===== src/rtl/frankie_mmio_pkg.sv =====
// Shared register offsets, STATUS layout and FSM state type for the Frankie MMIO responder.
package frankie_mmio_pkg;

  localparam logic [1:0] OFF_DATA    = 2'd0;
  localparam logic [1:0] OFF_STATUS  = 2'd1;
  localparam logic [1:0] OFF_CYCLE   = 2'd2;
  localparam logic [1:0] OFF_SCRATCH = 2'd3;

  localparam int STATUS_FULL_BIT  = 15;
  localparam int STATUS_EMPTY_BIT = 14;
  localparam int STATUS_COUNT_W   = 7;
  localparam int STATUS_FLUSH_BIT = 0;

  typedef enum logic [1:0] {
    IDLE  = 2'd0,
    RESP  = 2'd1,
    STALL = 2'd2
  } mmio_state_e;

  function automatic logic [15:0] status_word(input logic full, input logic empty,
                                              input logic [STATUS_COUNT_W-1:0] count);
    logic [15:0] w;
    w = '0;
    w[STATUS_FULL_BIT]      = full;
    w[STATUS_EMPTY_BIT]     = empty;
    w[STATUS_COUNT_W-1:0]   = count;
    return w;
  endfunction

endpackage


===== src/rtl/frankie_sync_fifo.sv =====
// Synchronous FIFO with flush and a registered head word (out_data/out_valid style).
module frankie_sync_fifo #(
  parameter int DEPTH = 8,
  parameter int WIDTH = 16,
  localparam int AW = $clog2(DEPTH)
) (
  input  logic             clock,
  input  logic             reset,
  input  logic             push,
  input  logic [WIDTH-1:0] push_data,
  input  logic             pop,
  input  logic             flush,
  output logic [AW:0]      count,
  output logic             full,
  output logic             empty,
  output logic             head_valid,
  output logic [WIDTH-1:0] head_data
);

  logic [WIDTH-1:0] mem [DEPTH];
  logic [AW-1:0]    wr_ptr_reg, wr_ptr_next;
  logic [AW-1:0]    rd_ptr_reg, rd_ptr_next;
  logic [AW:0]      count_reg, count_next, remain;
  logic             head_valid_reg;
  logic [WIDTH-1:0] head_data_reg;
  logic             do_push, do_pop;

  assign full       = (count_reg == (AW+1)'(DEPTH));
  assign empty      = (count_reg == '0);
  assign count      = count_reg;
  assign head_valid = head_valid_reg;
  assign head_data  = head_data_reg;

  // Flush overrides both ends; a pop is only taken while the head is presented.
  assign do_push = push & ~full & ~flush;
  assign do_pop  = pop & head_valid_reg & ~flush;

  always_comb begin
    wr_ptr_next = wr_ptr_reg;
    rd_ptr_next = rd_ptr_reg;
    count_next  = count_reg;
    remain      = count_reg - (AW+1)'(do_pop);
    if (flush) begin
      wr_ptr_next = '0;
      rd_ptr_next = '0;
      count_next  = '0;
    end else begin
      if (do_push) wr_ptr_next = wr_ptr_reg + AW'(1);
      if (do_pop)  rd_ptr_next = rd_ptr_reg + AW'(1);
      count_next = remain + (AW+1)'(do_push);
    end
  end

  always_ff @(posedge clock) begin
    if (do_push) mem[wr_ptr_reg] <= push_data;
  end

  always_ff @(posedge clock) begin
    if (!reset) begin
      wr_ptr_reg     <= '0;
      rd_ptr_reg     <= '0;
      count_reg      <= '0;
      head_valid_reg <= 1'b0;
      head_data_reg  <= '0;
    end else begin
      wr_ptr_reg     <= wr_ptr_next;
      rd_ptr_reg     <= rd_ptr_next;
      count_reg      <= count_next;
      head_valid_reg <= (count_next != '0);
      // When only the incoming word remains it is not in mem yet, so bypass it.
      if (count_next == '0)
        head_data_reg <= '0;
      else if (remain == '0)
        head_data_reg <= push_data;
      else
        head_data_reg <= mem[rd_ptr_next];
    end
  end

endmodule


===== src/rtl/frankie_mmio_responder.sv =====
// Frankie data-bus MMIO responder: 4-register window with an output FIFO stream.
// Optional CYCLE counter enabled by defining FRANKIE_MMIO_CYCLE_CNT_EN.
module frankie_mmio_responder
  import frankie_mmio_pkg::*;
#(
  parameter logic [15:0] BASE_ADDR  = 16'hFF00,
  parameter int          FIFO_DEPTH = 8,
  parameter int          DATA_W     = 16
) (
  input  logic              clock,
  input  logic              reset,
  input  logic              req,
  input  logic              wr,
  input  logic [15:0]       addr,
  input  logic [DATA_W-1:0] wdata,
  output logic              hit,
  output logic [DATA_W-1:0] rdata,
  output logic              ready,
  output logic              out_valid,
  output logic [DATA_W-1:0] out_data,
  input  logic              out_ready
);

  localparam int CW = $clog2(FIFO_DEPTH) + 1;

  mmio_state_e       state_reg, state_next;
  logic [DATA_W-1:0] rdata_reg, rdata_next;
  logic [DATA_W-1:0] scratch_reg, scratch_next;
  logic [DATA_W-1:0] status_val, cycle_val;
  logic [1:0]        off;
  logic              access;
  logic              fifo_push, fifo_flush, fifo_full, fifo_empty;
  logic [CW-1:0]     fifo_count;

  assign hit    = (addr[15:2] == BASE_ADDR[15:2]);
  assign off    = addr[1:0];
  assign access = req & hit;
  assign ready  = (state_reg == RESP);
  assign rdata  = rdata_reg;

  assign status_val = DATA_W'(status_word(fifo_full, fifo_empty, STATUS_COUNT_W'(fifo_count)));

`ifdef FRANKIE_MMIO_CYCLE_CNT_EN
  logic [15:0] cycle_reg;
  logic        cycle_clr;

  always_ff @(posedge clock) begin
    if (!reset)
      cycle_reg <= '0;
    else if (cycle_clr)
      cycle_reg <= '0;
    else
      cycle_reg <= cycle_reg + 16'd1;
  end

  assign cycle_val = DATA_W'(cycle_reg);
`else
  assign cycle_val = '0;
`endif

  always_comb begin
    state_next   = state_reg;
    rdata_next   = '0;
    scratch_next = scratch_reg;
    fifo_push    = 1'b0;
    fifo_flush   = 1'b0;
`ifdef FRANKIE_MMIO_CYCLE_CNT_EN
    cycle_clr    = 1'b0;
`endif
    case (state_reg)
      IDLE: begin
        if (access) begin
          state_next = RESP;
          if (wr) begin
            case (off)
              OFF_DATA: begin
                if (fifo_full) state_next = STALL;
                else           fifo_push  = 1'b1;
              end
              OFF_STATUS:  fifo_flush = wdata[STATUS_FLUSH_BIT];
              OFF_CYCLE: begin
`ifdef FRANKIE_MMIO_CYCLE_CNT_EN
                cycle_clr = 1'b1;
`endif
              end
              OFF_SCRATCH: scratch_next = wdata;
              default: ;
            endcase
          end else begin
            // Loads see register values from before this edge's updates.
            case (off)
              OFF_STATUS:  rdata_next = status_val;
              OFF_CYCLE:   rdata_next = cycle_val;
              OFF_SCRATCH: rdata_next = scratch_reg;
              default:     rdata_next = '0;
            endcase
          end
        end
      end
      RESP: state_next = IDLE;
      STALL: begin
        // wdata is held by the requester, so the deferred push uses it directly.
        if (!fifo_full) begin
          fifo_push  = 1'b1;
          state_next = RESP;
        end
      end
      default: state_next = IDLE;
    endcase
  end

  always_ff @(posedge clock) begin
    if (!reset) begin
      state_reg   <= IDLE;
      rdata_reg   <= '0;
      scratch_reg <= '0;
    end else begin
      state_reg   <= state_next;
      rdata_reg   <= rdata_next;
      scratch_reg <= scratch_next;
    end
  end

  frankie_sync_fifo #(
    .DEPTH (FIFO_DEPTH),
    .WIDTH (DATA_W)
  ) u_fifo (
    .clock      (clock),
    .reset      (reset),
    .push       (fifo_push),
    .push_data  (wdata),
    .pop        (out_ready),
    .flush      (fifo_flush),
    .count      (fifo_count),
    .full       (fifo_full),
    .empty      (fifo_empty),
    .head_valid (out_valid),
    .head_data  (out_data)
  );

endmodule


===== config.mk =====
export PLATFORM = sky130hd
export DESIGN_NAME = frankie_mmio_responder
export DESIGN_NICKNAME = d
export VERILOG_FILES = /design/src/rtl/frankie_mmio_pkg.sv /design/src/rtl/frankie_sync_fifo.sv /design/src/rtl/frankie_mmio_responder.sv
export SDC_FILE = /design/constraint.sdc
export NUM_CORES = 1
export LEC_CHECK = 0
export CORE_MARGIN = 4
export CORE_UTILIZATION = 45
export CTS_CLUSTER_DIAMETER = 100
export DETAILED_ROUTE_END_ITERATION = 16
export DONT_BUFFER_PORTS = 1
export GPL_TIMING_DRIVEN = 0
export PLACE_DENSITY = 0.64
export SLEW_MARGIN = 30
export SYNTH_ARGS = -nofsm -noshare
export SYNTH_HDL_FRONTEND = slang
export SYNTH_HIERARCHICAL = 1
export SYNTH_SLANG_ARGS = --single-unit
export TNS_END_PERCENT = 10

===== constraint.sdc =====
create_clock -name clock -period 9.4 [get_ports clock]
set_input_delay 1.41 -clock clock [delete_from_list [all_inputs] [get_ports clock]]
set_output_delay 1.41 -clock clock [all_outputs]
set_load 0.02 [all_outputs]

## Word level (Yosys, flattened, before mapping)

Memories as Yosys holds them, arrays and structs flattened.
Index checks and enable logic that the tools add are counted.

| operators by class | value |
|---|---|
| add/sub/neg operators | 4 |
| $mul | 0 |
| divide/modulo/power cells | 0 |
| $lt $le $gt $ge | 0 |
| equality and inequality tests | 8 |
| shifts and indexed selects | 0 |
| muxes and demuxes | 22 |
| bitwise logic cells | 10 |
| reductions and logical operators | 11 |

Operators with widths:

| operator | number |
|---|---|
| $pmux W16 S2 | 1 |
| $mux W16 | 1 |
| $eq A14 B14 Y1 const B | 1 |
| $logic_not A4 Y1 | 3 |
| $mux W1 | 10 |
| $mux W2 | 5 |
| $add A3 B1 Y3 const B | 2 |
| $mux W3 | 2 |
| $and A1 B1 Y1 | 5 |
| $not A1 Y1 | 5 |
| $add A4 B1 Y4 | 1 |
| $eq A2 B1 Y1 const B | 2 |
| $eq A2 B2 Y1 const B | 2 |
| $eq A4 B4 Y1 const B | 1 |
| $logic_not A2 Y1 | 2 |
| $mux W4 | 1 |
| $ne A2 B2 Y1 const B | 2 |
| $pmux W2 S2 | 1 |
| $reduce_and A4 Y1 | 1 |
| $reduce_bool A4 Y1 | 1 |
| $reduce_or A2 Y1 | 2 |
| $reduce_or A4 Y1 | 1 |
| $sub A4 B1 Y4 | 1 |
| $pmux W1 S2 | 1 |
| $reduce_and A2 Y1 | 1 |

| word-level totals | value |
|---|---|
| flip-flop bits (word level) | 61 |
| latch bits | 0 |
| memory bits (writable) | 128 |
| memory bits (read-only) | 0 |
| bits of input ports | 37 |
| output and inout bits | 35 |
| logic and storage cells | 64 |
| memories kept | 1 |

Memories:

| memory | words | width | rd ports | clocked after memory_dff | write ports | RTL line | source |
|---|---|---|---|---|---|---|---|
| u_fifo.mem | 8 | 16 | 1 | 0 | 1 | frankie_sync_fifo.sv:20 | `logic [WIDTH-1:0] mem [DEPTH];` |

## Logic depth before layout (Yosys ltp)

| logic depth | value |
|---|---|
| depth after elaboration | 12 |
| gate-level depth with buffers | 18 |

## By module

Netlist, hierarchy kept.

Modules (own cells, without submodules):

| module | times used | cells an instance | area each (sq um) |
|---|---|---|---|
| frankie_sync_fifo | 1 | 464 | 6523.8 |
| frankie_mmio_responder | 1 | 144 | 1303.8 |

## Least setup slack after synthesis

OpenSTA, ideal clock, no wires.

| timing | value |
|---|---|
| path type | input-to-reg |
| start | input port req |
| end | register u_fifo.head_data_reg[10] (netlist: u_fifo/head_data[10]) |
| library setup time | 142 ps |
| arrival | 4937 ps |
| data required time | 9258 ps |
| setup slack | 4321 ps |
| stages on the path | 17 |
| buffers on the path | 3 |
| path through | or3b_1 -> nor4_1 -> buf_2 -> nand2_1 -> nor4bb_1 -> inv_1 -> clkbuf_1 -> and2_1 -> ha_1 -> inv_1 -> ha_1 -> and2_1 -> o21a_1 -> o311a_1 -> o21ai_1 -> buf_2 -> a311oi_1 |

| between the ends | value |
|---|---|
| word-level cells in the longest chain between the ends | 10 |
| elaborated cells between the ends (all ways) | 19 |
| classes of those cells | add/sub: 2; mux: 8; bitwise: 5; reduce/logical: 3; memory: 1 |

RTL lines:

| what | RTL line | source |
|---|---|---|
| from (decl) | frankie_mmio_responder.sv:12 | `input logic req,` |
| $and A1 B1 Y1 * | frankie_mmio_responder.sv:37 | `assign access = req & hit;` |
| $mux W1 * | frankie_mmio_responder.sv:72 | `if (access) begin` |
| $mux W1 * | frankie_mmio_responder.sv:70 | `case (state_reg)` |
| via fifo_flush | frankie_mmio_responder.sv:32 | `logic fifo_push, fifo_flush, fifo_full, fifo_empty;` |
| $not A1 Y1 | frankie_sync_fifo.sv:35, frankie_sync_fifo.sv:36 |  |
| $and A1 B1 Y1 | frankie_sync_fifo.sv:36 | `assign do_pop = pop & head_valid_reg & ~flush;` |
| $sub A4 B1 Y4 | frankie_sync_fifo.sv:42 | `remain = count_reg - (AW+1)'(do_pop);` |
| $add A4 B1 Y4 | frankie_sync_fifo.sv:50 | `count_next = remain + (AW+1)'(do_push);` |
| $mux W4 | frankie_sync_fifo.sv:43 | `if (flush) begin` |
| $logic_not A4 Y1 | frankie_sync_fifo.sv:71 | `if (count_next == '0)` |
| $reduce_or A2 Y1 (no line) | - |  |
| to (signal assigned) | frankie_sync_fifo.sv:74 | `head_data_reg <= push_data;` |
| to (signal assigned) | frankie_sync_fifo.sv:76 | `head_data_reg <= mem[rd_ptr_next];` |
| to (decl) | frankie_sync_fifo.sv:25 | `logic [WIDTH-1:0] head_data_reg;` |

The timed path passes the listed nets; every way through them passes the cells marked *.
A chain may end at the register's enable or synchronous reset.

## Worst setup path after layout

| timing | value |
|---|---|
| start | input port req |
| end | register u_fifo.head_data_reg[5] (netlist: u_fifo/head_data[5]) |

Same word-level chain as after synthesis.

==> results.sh <==
export IMPL_grt_max_degree=18
export IMPL_clock_latency_ns=0.43
export IMPL_status="completed"
export IMPL_regMostFlops="u_fifo/mem"
export IMPL_fillers=1477
export IMPL_dp_hpwl_mm=12.79
export IMPL_fin_skew_ns=0.009489
export IMPL_min_to="rdata[9]"
export IMPL_vias=5081
export IMPL_r2r_start="state_reg[0]"
export IMPL_netlist_cell_type_count=50
export IMPL_fmax_mhz=165.2
export IMPL_cp_common_cell="ha_1"
export IMPL_setup_viol=0
export IMPL_ant_nets=0
export IMPL_drc_errors=0
export IMPL_whs_path_depth=1
export IMPL_grt_use_total_pct=18.71
export IMPL_final_cell_mix="128 x edfxtp_1, 64 x o211ai_1, 61 x dfxtp_1"
export IMPL_core_area_mm2=0.01682
export IMPL_layout_commonest_cell="edfxtp_1"
export IMPL_synth_main_ff_cell="edfxtp_1"
export IMPL_gr_total_overflow=0
export IMPL_largest_reg_flops=128
export IMPL_slew_viol_final=0
export IMPL_cp_slowest_stage_delay_ns=0.84
export IMPL_seq_area_frac_synth_pct=64.71
export IMPL_period_share_pct=64.41
export IMPL_tightest_slew_ns=0.9789
export IMPL_clkTransAtPathRegs_ns=0.07
export IMPL_cts_root_buf="clkbuf_16"
export IMPL_setup_worst_path_start_class="primary input"
export IMPL_cts_buffers=17
export IMPL_instances_no_fill=864
export IMPL_cts_max_level=4
export IMPL_syn_inst=608
export IMPL_crit_fanout=10
export IMPL_drive_gt1_share_pct=15.84
export IMPL_criticalPathCategory="in -> reg"
export IMPL_rows=47
export IMPL_place_area_mm2=0.008174
export IMPL_die_h_um=139.9
export IMPL_r2r_cells=18
export IMPL_fin_area_mm2=0.008766
export IMPL_crit_slowest_cell="nor4bb_1"
export IMPL_drv_cap=0
export IMPL_start_util_pct=46.54
export IMPL_finalHoldViolCount=0
export IMPL_critical_path_arrival_ns=6.32
export IMPL_fin_crit_ns=6.054
export IMPL_hold_start="scratch_reg[9]"
export IMPL_cts_hold_buf=0
export IMPL_routed_via_density=5.881
export IMPL_fin_nets=674
export IMPL_syn_nets=651
export IMPL_fin_tns_setup_ns=0
export IMPL_synthArstFlopShare_pct=0
export IMPL_synth_avg_cell_area_um2=12.87
export IMPL_dr_first_iter_drc_count=464
export IMPL_leakagePower_nw=2.953
export IMPL_ys_ff_latch=189
export IMPL_drt_total_wl_mm=17.98
export IMPL_rr_endpoint="u_fifo/head_data[5]"
export IMPL_vdd_drop_max_mv=0.1485
export IMPL_grt_pass1_wl_mm=28.49
export IMPL_post_cts_buffers=0
export IMPL_synth_edff_count=128
export IMPL_hold_path_class="reg -> reg"
export IMPL_die_area_mm2=0.01957
export IMPL_drt_pass1_iterations=5
export IMPL_cts_buffer_depth=2
export IMPL_path_cells="or3b_1 > nor4_1 > buf_2 > nand2_1 > nor4bb_1 > inv_1 > clkbuf_1 > and2_1 > ha_1 > inv_1 > ha_1 > ha_1 > xor2_1 > xnor2_1 > nand2_1 > o21ai_1 > buf_2 > a311oi_1"
export IMPL_post_drt_wl_per_cell_um=20.81
export IMPL_post_route_util_pct=52.12
export IMPL_gp_congestion=0.8575
export IMPL_synth_warnings=6
export IMPL_port_buffers=0
export IMPL_dpl_cell_count=832
export IMPL_diodes=0
export IMPL_area_growth_synth_to_final_pct=11.99
export IMPL_power_density_mw_per_mm2=238.7
export IMPL_grt_pass1_vias=5155
export IMPL_slew_limit_headroom_pct=33.85
export IMPL_cp_required_ns=9.66
export IMPL_crit_buf_inv=5
export IMPL_syn_cell_area_mm2=0.007828
export IMPL_cts_tree="done"
export IMPL_ios=72
export IMPL_fp_dieW_um=139.9
export IMPL_clock_sinks=189
export IMPL_rsz0062_at_grt="false"
export IMPL_antenna_found_initial=0
export IMPL_end_kind="register"
export IMPL_cp_top_family="simple AND/OR/NAND/NOR gates"
export IMPL_r2r_slack_ns=3.96
export IMPL_post_cts_resized=0
==> routing by layer <==
layer	vias to the layer above	track usage [%]	wire, µm
met5	-	0	0
met4	0	6.935	314
met3	26	4.601	1293
met2	196	30.18	8541
met1	2487	24.66	7827
li1	2372	-	-
==> area by class of cell <==
cell class / count / area, µm² / share of cell area (%)
Sequential cell: 189 / 5065 / 57.78
Buffer: 47 / 231.5 / 2.641
Multi-Input combinational cell: 333 / 2432 / 27.75
Tap cell: 220 / 275.3 / 3.140
Timing Repair Buffer: 4 / 30.03 / 0.3426
Clock inverter: 14 / 156.4 / 1.784
Inverter: 39 / 146.4 / 1.670
Clock buffer: 18 / 429.2 / 4.896
==> cells by family after synthesis <==
kind of cell | count (synthesis) | share of synthesized area [%]
simple gates | 124 | 8.440
xor+xnor | 6 | 0.6714
buf+inv | 86 | 4.827
compound gates | 156 | 14.64
flops | 189 | 64.71
mux | 41 | 5.755
fa+ha+maj | 6 | 0.9591
==> synth_stat cells, drive strengths merged (17+ instances only) <==
| cell | count | area, µm² |
|---|---|---|
| edfxtp | 128 | 3844 |
| o21ai | 21 | 108.9 |
| nor2 | 40 | 150.1 |
| o221ai | 32 | 280.3 |
| inv | 38 | 142.6 |
| buf | 24 | 143.9 |
| clkbuf | 23 | 87.58 |
| mux2 | 32 | 360.4 |
| a21oi | 17 | 85.08 |
| o211ai | 64 | 480.5 |
| dfxtp | 61 | 1221 |
| nand3 | 19 | 95.09 |
==> metrics by stage <==
step                      hold slack, ns  power [mW]  setup slack, ns
after floorplan                   0.4229       1.274            4.321
after global placement            0.4478       1.377            3.203
after detailed placement          0.4405       1.388            3.066
after CTS                         0.4677       2.100            3.520
after global routing              0.4911       2.183            3.166
final                             0.4642       2.092            3.346
==> how the worst max path moves through the flow <==
stage          from                   end  slack (ns)  cells after the start
2_1_floorplan   req  u_fifo/head_data[10]        4.32                     17
3_3_place_gp    req   u_fifo/head_data[5]        3.20                     18
3_5_place_dp    req   u_fifo/head_data[5]        3.07                     18
4_1_cts         req  u_fifo/head_data[12]        3.52                     18
5_1_grt         req   u_fifo/head_data[5]        3.17                     18
6_report        req   u_fifo/head_data[5]        3.35                     18
==> report_power, final <==
group / leakage, nW / switching (mW) / internal (mW)
Clock: 0.275 / 0.319 / 0.397
Sequential: 1.65 / 0.0458 / 0.916
Combinational: 1.03 / 0.253 / 0.161
Note: power is estimated with default switching activity, not from simulation.
